==> src/rtl/receiver.sv <==
// Serial-to-parallel receive unit for the router link.
// Deframes start / payload (MSB first) / parity / stop frames sampled on Clk_S,
// checks parity and stop bit, and presents good words through a single-entry
// holding register with a valid/accept handshake.
module receiver #(
    parameter int DATA_W     = 55,
    parameter bit ODD_PARITY = 1'b0
) (
    input  logic              Clk_S,
    input  logic              Rst,
    input  logic              S_Data,
    input  logic              RX_Accept,
    output logic [DATA_W-1:0] RX_Data,
    output logic              RX_Data_Valid,
    output logic              Parity_Err,
    output logic              Frame_Err,
    output logic              Overrun
);

    localparam int CNT_W = $clog2(DATA_W + 1);
    localparam logic [CNT_W-1:0] LAST_BIT = CNT_W'(DATA_W - 1);

    typedef enum logic [2:0] {
        RESYNC,
        IDLE,
        DATA,
        PARITY,
        STOP
    } state_t;

    state_t            state;
    state_t            state_next;
    logic [CNT_W-1:0]  cnt;
    logic [CNT_W-1:0]  cnt_next;
    logic [DATA_W-1:0] shreg;
    logic [DATA_W-1:0] shreg_next;
    logic [DATA_W-1:0] data_next;
    logic              parity_bit;
    logic              parity_next;
    logic              valid_next;
    logic              perr_next;
    logic              ferr_next;
    logic              ovr_next;
    logic              parity_ok;

    // The parity bit is already captured when STOP is evaluated, so the check is a plain compare.
    assign parity_ok = (parity_bit == ((^shreg) ^ ODD_PARITY));

    // Frame FSM state register; reset lands in RESYNC so a line stuck low is never taken as a start bit.
    always_ff @(posedge Clk_S or posedge Rst) begin
        if (Rst) begin
            state <= RESYNC;
        end else begin
            state <= state_next;
        end
    end

    // Datapath registers: bit counter, shift register, captured parity, holding buffer and error pulses.
    always_ff @(posedge Clk_S or posedge Rst) begin
        if (Rst) begin
            cnt           <= '0;
            shreg         <= '0;
            parity_bit    <= 1'b0;
            RX_Data       <= '0;
            RX_Data_Valid <= 1'b0;
            Parity_Err    <= 1'b0;
            Frame_Err     <= 1'b0;
            Overrun       <= 1'b0;
        end else begin
            cnt           <= cnt_next;
            shreg         <= shreg_next;
            parity_bit    <= parity_next;
            RX_Data       <= data_next;
            RX_Data_Valid <= valid_next;
            Parity_Err    <= perr_next;
            Frame_Err     <= ferr_next;
            Overrun       <= ovr_next;
        end
    end

    // Next-state and datapath decode; a good word loading on the stop edge overrides a same-cycle accept.
    always_comb begin
        state_next  = state;
        cnt_next    = cnt;
        shreg_next  = shreg;
        parity_next = parity_bit;
        data_next   = RX_Data;
        valid_next  = RX_Data_Valid;
        perr_next   = 1'b0;
        ferr_next   = 1'b0;
        ovr_next    = 1'b0;

        if (RX_Accept && RX_Data_Valid) begin
            valid_next = 1'b0;
        end

        case (state)
            RESYNC: begin
                if (S_Data) begin
                    state_next = IDLE;
                end
            end
            IDLE: begin
                if (!S_Data) begin
                    state_next = DATA;
                    cnt_next   = '0;
                end
            end
            DATA: begin
                shreg_next = {shreg[DATA_W-2:0], S_Data};
                cnt_next   = cnt + 1'b1;
                if (cnt == LAST_BIT) begin
                    state_next = PARITY;
                end
            end
            PARITY: begin
                parity_next = S_Data;
                state_next  = STOP;
            end
            STOP: begin
                if (!S_Data) begin
                    ferr_next  = 1'b1;
                    state_next = RESYNC;
                end else if (!parity_ok) begin
                    perr_next  = 1'b1;
                    state_next = IDLE;
                end else if (!RX_Data_Valid || RX_Accept) begin
                    data_next  = shreg;
                    valid_next = 1'b1;
                    state_next = IDLE;
                end else begin
                    ovr_next   = 1'b1;
                    state_next = IDLE;
                end
            end
            default: begin
                state_next = RESYNC;
            end
        endcase
    end

endmodule

==> config.mk <==
export PLATFORM = sky130hd
export DESIGN_NAME = receiver
export DESIGN_NICKNAME = d
export VERILOG_FILES = /design/src/rtl/receiver.sv
export SDC_FILE = /design/constraint.sdc
export NUM_CORES = 1
export LEC_CHECK = 0
export CAP_MARGIN = 20
export CORE_AREA = 2 2 122 124
export CTS_BUF_LIST = sky130_fd_sc_hd__clkbuf_4
export DETAILED_ROUTE_END_ITERATION = 10
export DIE_AREA = 0 0 124 126
export PLACE_DENSITY = 0.63
export SYNTH_ARGS = -nofsm -noshare
export SYNTH_HDL_FRONTEND = slang
export SYNTH_SLANG_ARGS = --single-unit
==> constraint.sdc <==
create_clock -name Clk_S -period 4.9 [get_ports Clk_S]
set_input_delay 0.735 -clock Clk_S [delete_from_list [all_inputs] [get_ports Clk_S]]
set_output_delay 0.735 -clock Clk_S [all_outputs]
set_load 0.005 [all_outputs]
---- Yosys cells after proc, flatten, opt, wreduce, memory -nomap -nowiden ----
Cells that the tools add are included.
Widths: inputs -> output; s select.
cells by class
  add/sub/neg operators ................... 1
  equal/unequal tests ..................... 9
  muxes and demuxes ....................... 21
  reductions and logical operators ........ 9
operators with widths
  cell                 number
  $reduce_xor 55->1    1
  $mux 1               15
  $pmux 3 s5           1
  $pmux 6 s2           1
  $mux 3               3
  $add 6x1->6 const B  1
  $eq 3x2->1 const B   2
  $eq 6x6->1 const B   1
  $mux 6               1
  $ne 2x2->1 const B   3
  $reduce_and 4->1     1
  $eq 3x1->1 const B   1
  $eq 3x3->1 const B   1
  $logic_not 3->1      1
  $reduce_and 3->1     1
  $reduce_and 2->1     1
  $reduce_bool 2->1    1
  $eq 1x1->1           1
  $logic_and 1x1->1    1
  $logic_not 1->1      1
  $logic_or 1x1->1     1
word-level totals
  register bits after elaboration ......... 124
  bits of input ports ..................... 4
  word-level logic and storage cells ...... 49

---- Depth between registers and ports, before layout ----
  depth in word-level cells ............... 6
  gate-level depth with buffers ........... 9
  depth with buffers taken out ............ 7

---- Worst setup path before layout ----
No wires, ideal clock.
  kind .................................... flip-flop to flip-flop
  from .................................... reg shreg[22]
  to ...................................... reg RX_Data[0]
  data arrival time ....................... 2,400 ps
  required time ........................... 4,775 ps
  path slack .............................. 2,375 ps
  stages on the path, launching flop included .. 10
  path buffers ............................ 2
  path through ............................ dfrtp_1 > xnor2_1 > xnor2_1 > xnor2_1 > xnor3_1 > xnor3_1 > and3_1 > buf_6 > buf_12 > mux2_4
on the way
  cells in the longest elaborated chain, start to end .. 3
ends and longest elaborated chain
  element                            line  source
  start: declaration                 35    logic [DATA_W-1:0] shreg;
  start signal: assignment           71    shreg <= shreg_next;
  $reduce_xor 55->1                  47    assign parity_ok = (parity_bit == ((^shreg) ^ ODD_PARITY));
  $eq 1x1->1                         47
  $reduce_and 4->1 (no source line)  n/a
  end signal: assignment             73    RX_Data <= data_next;
  end: declaration                   13    output logic [DATA_W-1:0] RX_Data,
No other way between the ends.
A chain may end at the register's enable or synchronous reset.

---- Worst setup path after layout ----
  from .................................... reg shreg[15]
  to ...................................... reg RX_Data[51]
The elaborated chain is that of the path after synthesis.

==> results.cfg <==
[clocking]
htreeDepth = 4
post_cts_resize_count = 0
cts_buffers = 17
post_cts_buffers = 0
cts_buffer_depth = 2
cts_root_buf = clkbuf_4
cts_sinks = 124
clock_latency_ns = 0.53
cts_hold_buf = 0
cts_tree = yes
clkSlewWorstSetupHoldPaths_ns = 0.10

[synth]
ys_types = 30
synth_warnings = 0
syn_inst = 464
yosys_register_bits = 124
synth-compound-area-share_pct = 1.12
postSynthAreaPerCell_sq_um = 11.8
synth-xor-area-share_pct = 9.32
synth_simple_gate_area_share_pct = 13.9
seq_area_frac_synth_pct = 56.8
synth_top_family_by_area = multiplexers
muxShareOfSynthArea_pct = 15.2
synth_fa_ha_area_share_pct = 0.458
syn-cell-area_sq_um = 5460
syn_nets = 470

[cells_and_area]
drive_gt1_share_pct = 18.1
multi_input_area_sq_um = 2190
fin_nets = 535
syn_to_final_growth_pct = 19.3
mostFrequentLayoutCell = nand2_1
n_antenna_cell = 0
num-fill-cells = 1299
regArea_sq_um = 3100
final_util_pct = 45.6
final_cell_mix = nand2_1 (173), dfrtp_1 (124), clkdlybuf4s50_1 (62)

[die]
fp-row-count = 44
die_x_um = 124
dieArea_sq_um = 15600
coreArea_sq_um = 14300
die_h_um = 126
pin_count = 63
start_util_pct = 38.2

[routing]
drt_pass1_iterations = 4
vias_per_cell = 4.57
drt_wl_total_um = 10100
drc = 0
detail-route-antenna-nets = 0
drt_iter0_markers = 198
wl_per_cell_um = 14.0
vias = 3321

[sta]
finalCritPeriodShare_pct = 67.1
worst_pin_slew_ns = 1.03
fmax_mhz = 304
final_max_slew_viol_count = 0
finalHoldViolCount = 0
period_needed_ns = 3.29
slew_headroom_pct = 31.1
rsz0062_at_grt = false
finalSetupViolCount = 0
finalClockSkew_ns = 0.0164
setup_tns_ns = 0

[global_route]
grt_remaining_overflow = 0
grt.busiest_layer = met1
met3_usage_pct = 4.17
grt_max_degree = 65
grt_pass1_wl_um = 16900
grt_use_met2_pct = 20.2
grt.total_usage_pct = 14.1
grt_pass1_vias = 3278
antenna_found_initial = 0
grt_use_met1_pct = 20.2

[critical_path]
crit_path_max_fanout = 55
r2r_end = RX_Data[51]
path_delay_family = XOR/XNOR gates
crit_buf_inv = 0
critPathKind = flop to flop
arrival_ns = 3.70
worstPathCellList = xnor2_1 -> xnor2_1 -> xnor2_1 -> xnor3_1 -> xnor3_1 -> and3_4 -> mux2_2
slowest_delay_ns = 0.89
crit_required_ns = 5.31
end_kind = flop
crit_path_top_delay_cell = and3_4
cpMostUsedCell = xnor2_1
r2r_slack_ns = 1.61
startpoint_type = flop
r2r_start = shreg[15]
rr_worst_depth = 7

[min_path]
min_path_type = flop to flop
hold-path-endpoint = RX_Data[49]
hp-start = RX_Data[49]
min_path_cells = 1

[placed_design]
portBuffers = 62
dp_hpwl_um = 6710
gp_congestion = 0.720

[pwr]
finalPower_mw = 2.84
p_per_area_nw_per_um2 = 436
leakagePower_nw = 3.18
peakVddDrop_mv = 0.237

[run]
max_cap_viol_count = 0

[outcome]
status = finished clean
[layer usage]
metal / share of wire (%) / wire (um)
met1: 49 / 4980
met2: 45 / 4610
met3: 4.0 / 404
met4: 1.5 / 153
met5: 0 / 0
[registers in the layout, indices dropped and copies added (netlist names)]
register / count
Frame_Err: 1
Overrun: 1
Parity_Err: 1
RX_Data: 55
RX_Data_Valid: 1
cnt: 6
parity_bit: 1
shreg: 55
state: 3
[cell type report]
class / count / area share (%)
multi-input cells: 316 / 33.6
well taps: 184 / 3.53
clock inverters: 15 / 3.01
clock buffers: 17 / 1.96
repair buffers: 67 / 10.1
flip-flops and latches: 124 / 47.6
inverters: 3 / 0.211
[power by group]
group          switching (mW)  internal [mW]  leakage [nW]  total [mW]
logic                   0.397          0.399          1.31       0.796
registers               0.121           1.13          1.71        1.25
clock network           0.396          0.403         0.154       0.800
total                   0.914           1.93          3.18        2.84
[through the flow]
step	hold WS (ns)	setup WS, ns	area (sq um)	cells
2_1_floorplan	0.451	0.866	5460	464
3_3_place_gp	0.486	1.54	6200	694
3_5_place_dp	0.488	1.49	6200	694
4_1_cts	0.510	1.56	6520	726
5_1_grt	0.518	1.42	6520	726
6_report	0.520	1.61	6520	726
[synthesized netlist by cell type]
library cell	number	area, sq um
a31oi_1	1	6.26
buf_2	1	5.00
mux2_2	6	67.6
xor2_1	7	61.3
a21oi_1	2	10.0
or2_2	1	6.26
nand3_1	1	5.00
clkbuf_1	13	48.8
buf_1	1	3.75
or3b_2	1	8.76
xnor2_1	46	403
nor4b_1	1	8.76
and2b_2	1	8.76
nand4_1	1	6.26
mux2_4	50	751
or2b_1	1	7.51
buf_6	1	11.3
nor3b_1	2	15.0
nor2_1	6	22.5
nand2_1	173	649
a41o_1	1	10.0
dfrtp_1	124	3100
xnor3_1	2	45.0
and3_1	2	12.5
mux2i_1	1	10.0
inv_1	3	11.3
ha_1	2	25.0
buf_12	5	100
o21ai_0	7	35.0
nand2b_1	1	6.26
[logic make-up (layout without fill, tap and decap cells)]
logic type,count (synthesis),count (layout)
DFF,124,124
muxes,57,57
AOI/OAI and AO/OA,11,11
xor gates and xnor gates,55,55
adders and majority gates,2,2
and+or+nand+nor,191,191
buffers and inverters,24,102
[worst max-delay path by stage]
stage | startpoint | end | slack, ns | depth (start not counted)
detailed placement | S_Data | RX_Data[53] | 1.49 | 5
floorplan | Rst | Frame_Err | 0.87 | 1
global placement | S_Data | RX_Data[53] | 1.54 | 5
CTS | shreg[14] | RX_Data[51] | 1.56 | 7
finish | shreg[15] | RX_Data[51] | 1.61 | 7
global route | shreg[15] | RX_Data[51] | 1.42 | 7
Power figures use the tool's default switching activity.
